--- config.mk ---
export PLATFORM = sky130hd
export DESIGN_NAME = bsg_mem_1rw_sync_rr_ctrl
export DESIGN_NICKNAME = d
export VERILOG_FILES = /design/src/rtl/bsg_mem_1rw_sync_rr_ctrl.sv
export SDC_FILE = /design/constraint.sdc
export NUM_CORES = 1
export LEC_CHECK = 0
export BUFFER_PORTS_ARGS = -buffer_cell sky130_fd_sc_hd__buf_2
export CORE_MARGIN = 8
export CORE_UTILIZATION = 38
export DETAILED_ROUTE_END_ITERATION = 10
export GPL_TIMING_DRIVEN = 0
export PLACE_DENSITY = 0.76
export SLEW_MARGIN = 5
export SYNTH_ARGS = -nofsm -noshare
export SYNTH_HDL_FRONTEND = slang
export SYNTH_SLANG_ARGS = --single-unit
--- constraint.sdc ---
create_clock -name clk_i -period 1.6 [get_ports clk_i]
set_input_delay 0.16 -clock clk_i [delete_from_list [all_inputs] [get_ports clk_i]]
set_output_delay 0.16 -clock clk_i [all_outputs]
set_load 0.05 [all_outputs]
--- src/rtl/bsg_mem_1rw_sync_rr_ctrl.sv ---
// Round-robin controller sharing one synchronous 1RW RAM among num_ports_p requesters.
// Commands use a valid/yumi handshake; read data returns through a one-entry response register per port.
module bsg_mem_1rw_sync_rr_ctrl #(
  parameter int unsigned num_ports_p = 2,
  parameter int unsigned width_p     = 32,
  parameter int unsigned els_p       = 256,
  localparam int unsigned addr_width_lp = $clog2(els_p)
) (
  input  logic                                   clk_i,
  input  logic                                   reset_n_i,
  input  logic [num_ports_p-1:0]                 v_i,
  input  logic [num_ports_p-1:0]                 w_i,
  input  logic [num_ports_p*addr_width_lp-1:0]   addr_i,
  input  logic [num_ports_p*width_p-1:0]         data_i,
  output logic [num_ports_p-1:0]                 yumi_o,
  output logic [num_ports_p-1:0]                 resp_v_o,
  output logic [num_ports_p*width_p-1:0]         resp_data_o,
  input  logic [num_ports_p-1:0]                 resp_yumi_i,
  output logic                                   mem_v_o,
  output logic                                   mem_w_o,
  output logic [addr_width_lp-1:0]               mem_addr_o,
  output logic [width_p-1:0]                     mem_data_o,
  input  logic [width_p-1:0]                     mem_data_i
);

  localparam int unsigned ptr_width_lp = $clog2(num_ports_p);

  logic [ptr_width_lp-1:0]               r_last;
  logic [ptr_width_lp-1:0]               r_rd_port;
  logic                                  r_rd_inflight;
  logic [num_ports_p-1:0]                r_resp_v;
  logic [num_ports_p-1:0][width_p-1:0]   r_resp_data;

  logic [num_ports_p-1:0]                w_read_ok;
  logic [num_ports_p-1:0]                w_elig;
  logic [num_ports_p-1:0]                w_capture;
  logic [ptr_width_lp-1:0]               w_cand;
  logic [ptr_width_lp-1:0]               w_gnt_idx;
  logic                                  w_found;
  logic                                  w_gnt_v;

  // A read may issue only if nothing is in flight for the port and its response slot frees up.
  always_comb begin
    w_read_ok = '0;
    w_elig    = '0;
    w_capture = '0;
    for (int unsigned p = 0; p < num_ports_p; p++) begin
      w_capture[p] = r_rd_inflight & (r_rd_port == ptr_width_lp'(p));
      w_read_ok[p] = ~w_capture[p] & (~r_resp_v[p] | resp_yumi_i[p]);
      w_elig[p]    = v_i[p] & (w_i[p] | w_read_ok[p]);
    end
  end

  // Round-robin search starting one past the last winner.
  always_comb begin
    w_found   = 1'b0;
    w_gnt_idx = '0;
    w_cand    = '0;
    for (int unsigned k = 1; k <= num_ports_p; k++) begin
      w_cand = ptr_width_lp'((32'(r_last) + k) % num_ports_p);
      if (!w_found && w_elig[w_cand]) begin
        w_found   = 1'b1;
        w_gnt_idx = w_cand;
      end
    end
  end

  assign w_gnt_v     = w_found & reset_n_i;
  assign yumi_o      = w_gnt_v ? (num_ports_p'(1) << w_gnt_idx) : '0;
  assign mem_v_o     = w_gnt_v;
  assign mem_w_o     = w_gnt_v & w_i[w_gnt_idx];
  assign mem_addr_o  = w_gnt_v ? addr_i[32'(w_gnt_idx)*addr_width_lp +: addr_width_lp] : '0;
  assign mem_data_o  = (w_gnt_v & w_i[w_gnt_idx]) ? data_i[32'(w_gnt_idx)*width_p +: width_p] : '0;
  assign resp_v_o    = r_resp_v;
  assign resp_data_o = r_resp_data;

  always_ff @(posedge clk_i or negedge reset_n_i) begin
    if (!reset_n_i) begin
      r_last        <= ptr_width_lp'(num_ports_p - 1);
      r_rd_inflight <= 1'b0;
      r_rd_port     <= '0;
      r_resp_v      <= '0;
      r_resp_data   <= '0;
    end else begin
      if (w_gnt_v) begin
        r_last    <= w_gnt_idx;
        r_rd_port <= w_gnt_idx;
      end
      r_rd_inflight <= w_gnt_v & ~w_i[w_gnt_idx];
      // A capture wins over a same-edge consume so fresh data is never dropped.
      r_resp_v      <= w_capture | (r_resp_v & ~resp_yumi_i);
      for (int unsigned p = 0; p < num_ports_p; p++) begin
        if (w_capture[p]) r_resp_data[p] <= mem_data_i;
      end
    end
  end

  always_ff @(posedge clk_i) begin
    if (reset_n_i) begin
      assert ($onehot0(yumi_o)) else $error("yumi_o is not one-hot-or-zero");
      assert ((resp_yumi_i & ~r_resp_v) == '0) else $error("resp_yumi_i without resp_v_o");
    end
  end

  // Out-of-range addresses only exist when the depth is not a power of two.
  if ((2 ** addr_width_lp) != els_p) begin : g_addr_chk
    always_ff @(posedge clk_i) begin
      if (reset_n_i && w_gnt_v) begin
        assert (32'(mem_addr_o) < els_p) else $error("accepted address out of range");
      end
    end
  end

endmodule

Word level (Yosys, flattened, before mapping). Index checks and enable logic that the tools add are counted.

Memories: 0. Register bits: 69. Output and inout bits: 110. Word-level logic and storage cells: 51. Memory bits (writable): 0. Latch bits: 0. ROM bits: 0. Input port bits: 120.

Add/sub/neg operators: 2. Div/mod/pow operators: 0. Eq/ne operators: 0. Magnitude comparators: 3. Shift operators: 3. Muxes and demuxes: 13. Bitwise gates (word level): 22. Multiply operators: 0. Reduce and logical (&&, ||, !) cells: 2.

Operator list (number): $shiftx 64x7->32 (1); $mux 32 (1); $shiftx 16x5->8 (1); $mux 1 (10); $and 1x1->1 (9); $mux 8 (1); $lt 1x2->1 const B (3); $not 1->1 (6); $or 1x1->1 (4); $add 1x1->1 const B (2); $and 2x2->2 (1); $mux 2 (1); $not 2->2 (1); $or 2x2->2 (1); $shl 1x1->2 const A (1); $logic_and 1x1->1 (1); $logic_not 1->1 (1).

Depth between registers and ports, before layout.
Depth after elaboration: 16. Mapped depth: 7.

Worst setup path before layout. OpenSTA, ideal clock, no wires.

Kind: reg-to-output. From: register r_resp_v[0] (netlist: resp_v_o[0]). To: output mem_data_o[10]. Path buffers: 1. Arrival time: 2.459 ns. Cell stages (with the launch flop): 6. Setup slack: -1.019 ns. Cells stage by stage: dfrtp_1 nand2b_1 a21o_1 a211oi_4 buf_6 mux2i_1.

Word-level cells in the longest chain between the ends: 15.

Ends and longest elaborated chain: from (decl) (line 31) `logic [num_ports_p-1:0] r_resp_v;`; from (signal assigned) (line 91) `r_resp_v <= w_capture | (r_resp_v & ~resp_yumi_i);`; $not 1->1 (*) (line 49) `w_read_ok[p] = ~w_capture[p] & (~r_resp_v[p] | resp_yumi_i[p]);`; $or 1x1->1 (*) (line 49); $and 1x1->1 (*) (line 49); $or 1x1->1 (*) (line 50) `w_elig[p] = v_i[p] & (w_i[p] | w_read_ok[p]);`; $and 1x1->1 (*) (line 50); parallel branches: the longest is 9 deep, another holds $shiftx 64x7->32; $mux 32 (*) (line 73) `assign mem_data_o = (w_gnt_v & w_i[w_gnt_idx]) ? data_i[32'(w_gnt_idx)*width_p +: width_p] : '0;`; to (decl) (line 22) `output logic [width_p-1:0] mem_data_o,`.

Every way passes the cells marked *. The select of a mux whose other input is x is not followed.

Worst setup path in the final report.
From: register r_rd_port. To: output mem_data_o[11].

Word-level cells in the longest chain between the ends: 16.

Ends and longest elaborated chain: from (decl) (line 29) `logic [ptr_width_lp-1:0] r_rd_port;`; from (signal assigned) (line 87) `r_rd_port <= w_gnt_idx;`; parallel branches: the longest is 15 deep, another holds $not 1->1; $mux 32 (*) (line 73).

Marked as above.

==> qor.yml <==
die_height_um: 112
largest_driver_fanout_on_the_critical_path: 5
grt_pass1_wl_um: 20200
drt-pass1-iter-count: 4
initialDrtViolationCount: 240
route.antenna.remaining_nets: 0
fp.coreArea_um2: 9150
final_wirelength_um: 13100
antenna_found_initial: 1
cts_made_buffers: 9
fin_hold_ws_ps: -176
final_cell_mix: "187 x sky130_fd_sc_hd__buf_2, 65 x sky130_fd_sc_hd__dfrtp_1, 64 x sky130_fd_sc_hd__mux2_2"
violations: "hold timing, setup timing"
setup_slack_ps: -750
finalNetCount: 682
cts_tree: "built"
pin_count: 230
ys_ff_latch: 69
setup_tns_ps: -30160
power_density_nw_per_um2: 1720
synthCells: 298
track_usage_pct: 20.1
power.share.switching_pct: 50.2
status: "finished, violations left"
place.detailed.instances: 637
reg2reg_depth: 9
slew_violations: 0
route.vias.total: 3475
maxCapViolations: 0
maximum_number_of_pins_on_one_net_before_global_route_repair: 75
clock_sinks: 69
maxClockFrequency_ghz: 0.426
diodes: 0
total_switching_power_mw: 5.46
pwr-share-clk_pct: 14.8
route.detailed.vias_per_inst: 5.13
peakVddDrop_uv: 1540
syn_area_um2: 3540
seq_power_share_pct: 26.9
worst_setup_path_end_kind: "primary output"
fin_crit_sh_pct: 147
yosys_warnings: 0
worst_ep_arrival_time_ps: 2190
share_of_post_route_cells_with_drive_strength_above_1_pct: 73.9
yosysTopAreaCell: "sky130_fd_sc_hd__dfrtp_1"
net_count_after_synthesis: 418
routabilityCongestion: 0.869
worst_skew_pair.late_latency_ps: 340
effective_utilization_at_floorplan_pct: 38.6
globalRoute.totalOverflow: 0
clock_skew_ps: 8.42
crit-reg2reg-capture: "r_rd_inflight$_DFF_PN0_"
power.share.combinational_pct: 58.3
synth.top_cells.by_area: "sky130_fd_sc_hd__dfrtp_1 48%, sky130_fd_sc_hd__mux2_2 20%, sky130_fd_sc_hd__nand3_1 9.3%"
start_kind: "register"
p_int_mw: 5.42
regToRegStartpoint: "r_rd_port$_DFFE_PN0P_"
hold_viol: 68
number_of_global_route_vias_before_repair: 3758
clk_transition_reported_paths_ps: 80
setup.reg_to_reg.worst_slack_ps: -180
path_class: "reg -> out"
ys_seq_area_share_pct: 48.9
ctsHtreeMaxLevel: 3
postSynthAreaPerCell_um2: 11.9
number_of_buffers_added_on_ports: 228
routed_wire_length_per_instance_um: 19.3
flow.area_growth_from_synthesis_pct: 78.6
post-route-drc-count: 0
synthDominantCellAreaShare_pct: 48.1
die-area_um2: 12700
clock_tree.buffer_depth: 2
rsz0062_at_grt: "true"
cellLeakagePower_nw: 2.91
floorplan.die.width_um: 112
maxSlewHeadroom_pct: 55.7
timing.hold.worst.class: "in -> async"
clk_root_buffer_cell: "sky130_fd_sc_hd__clkbuf_8"
post-route-min-period_ps: 2350
layout.cells.most_common: "sky130_fd_sc_hd__buf_2"
timing_worst_slew_pin_value_ps: 665
final_core_util_pct: 69.0
finish.cell_count_without_fillers: 678
num_rows: 35
post-dp-hpwl_um: 9930
number_of_library_cell_types_mapped_by_synthesis: 28
critPathRequiredTime_ps: 1440
total_power_mw: 10.9
final-setup-viol-count: 46
-- routing by layer --
metal / part of all wire [%] / up-vias / global-route usage (%)
met1: 35 / 1678 / 20.3
met3: 9.9 / 15 / 8.80
met2: 53 / 162 / 36.7
met5: 0.099 / - / 0
met4: 1.4 / 2 / 5.31
li1: - / 1618 / -
-- registers in the layout, indices dropped and copies added (netlist names) --
name	count
r_rd_inflight	1
resp_v_o	2
r_last	1
r_rd_port	1
resp_data_o	64
-- layout make-up --
cell class                 count  area (um^2)
buffer                        24          219
clock buffer                  10          138
clock inverter                 6         92.6
fill                         690         2840
inverter                       3         11.3
multi-input combinational    200         2220
sequential                    69         1730
tap                          111          139
timing repair buffer         255         1760
-- critical path: stages, from the launching register on --
cell                       delay (ps)
sky130_fd_sc_hd__dfrtp_1          410
sky130_fd_sc_hd__nand2b_4         180
sky130_fd_sc_hd__a21o_4           240
sky130_fd_sc_hd__a211oi_4         220
sky130_fd_sc_hd__buf_6            140
sky130_fd_sc_hd__buf_6            110
sky130_fd_sc_hd__buf_16           140
sky130_fd_sc_hd__mux2i_4          230
sky130_fd_sc_hd__buf_6            180
-- power by group through the flow --
| stage | combinational [mW] | sequential, mW | clock [mW] |
|---|---|---|---|
| 6_report | 6.34 | 2.93 | 1.61 |
| 3_3_place_gp | 5.90 | 2.89 | 0 |
| 3_5_place_dp | 5.99 | 2.96 | 0 |
| 5_1_grt | 6.60 | 3.03 | 1.73 |
| 2_1_floorplan | 1.76 | 5.69 | 0 |
| 4_1_cts | 6.35 | 2.94 | 1.67 |
-- logic make-up after synthesis --
group,synth area share [%]
flops,48.9
mux,29.4
simple gates,11.7
buf+inv,4.39
compound gates,5.66
-- how the worst max path moves through the flow --
stage / startpoint / end / slack, ps / depth (start not counted)
final: r_rd_port$_DFFE_PN0P_ / mem_data_o[11] / -750 / 8
after global routing: r_rd_port$_DFFE_PN0P_ / mem_data_o[13] / -830 / 8
after CTS: r_rd_port$_DFFE_PN0P_ / mem_data_o[19] / -760 / 8
after detailed placement: reset_n_i / mem_data_o[3] / -980 / 8
after global placement: reset_n_i / mem_data_o[3] / -1440 / 8
after floorplan: resp_v_o[0]$_DFF_PN0_ / mem_data_o[10] / -670 / 5
-- synth_stat cells --
cell type                   instances
sky130_fd_sc_hd__and2_1             3
sky130_fd_sc_hd__inv_1              3
sky130_fd_sc_hd__buf_6              3
sky130_fd_sc_hd__mux2i_1           32
sky130_fd_sc_hd__a211oi_1           1
sky130_fd_sc_hd__a22oi_1            1
sky130_fd_sc_hd__a211oi_4           1
sky130_fd_sc_hd__clkbuf_1          13
sky130_fd_sc_hd__a31o_1             1
sky130_fd_sc_hd__nand2_1            7
sky130_fd_sc_hd__buf_2              4
sky130_fd_sc_hd__dfrtp_1           68
sky130_fd_sc_hd__a22o_1             8
sky130_fd_sc_hd__a21oi_1            2
sky130_fd_sc_hd__nand2b_1           3
sky130_fd_sc_hd__a2111oi_0          1
sky130_fd_sc_hd__o21ai_0            2
sky130_fd_sc_hd__nor2_1             1
sky130_fd_sc_hd__a311oi_4           1
sky130_fd_sc_hd__a21o_1             3
sky130_fd_sc_hd__nand4_1            1
sky130_fd_sc_hd__mux2_2            64
sky130_fd_sc_hd__a311oi_1           1
sky130_fd_sc_hd__buf_4              5
sky130_fd_sc_hd__and3b_1            1
sky130_fd_sc_hd__nand3_1           66
sky130_fd_sc_hd__buf_1              1
sky130_fd_sc_hd__dfstp_2            1
-- what timing repair did --
| item | 4_1_cts | 5_1_grt |
|---|---|---|
| buffers inserted | 20 | 6 |
| hold endpoints to repair | 68 | 68 |
| gates resized for setup | 146 | 23 |
| endpoints found under the setup margin | 104 | 72 |
| pin swaps | 13 | 7 |
| cloned | 4 | 1 |
-- per-stage QoR --
step                      setup slack, ps  instance area [um^2]
after floorplan                      -672                  4060
after global placement              -1440                  5340
after detailed placement             -981                  5340
after CTS                            -765                  6230
after global routing                 -828                  6320
final                                -750                  6320
Note: power is estimated with default switching activity, not from simulation.
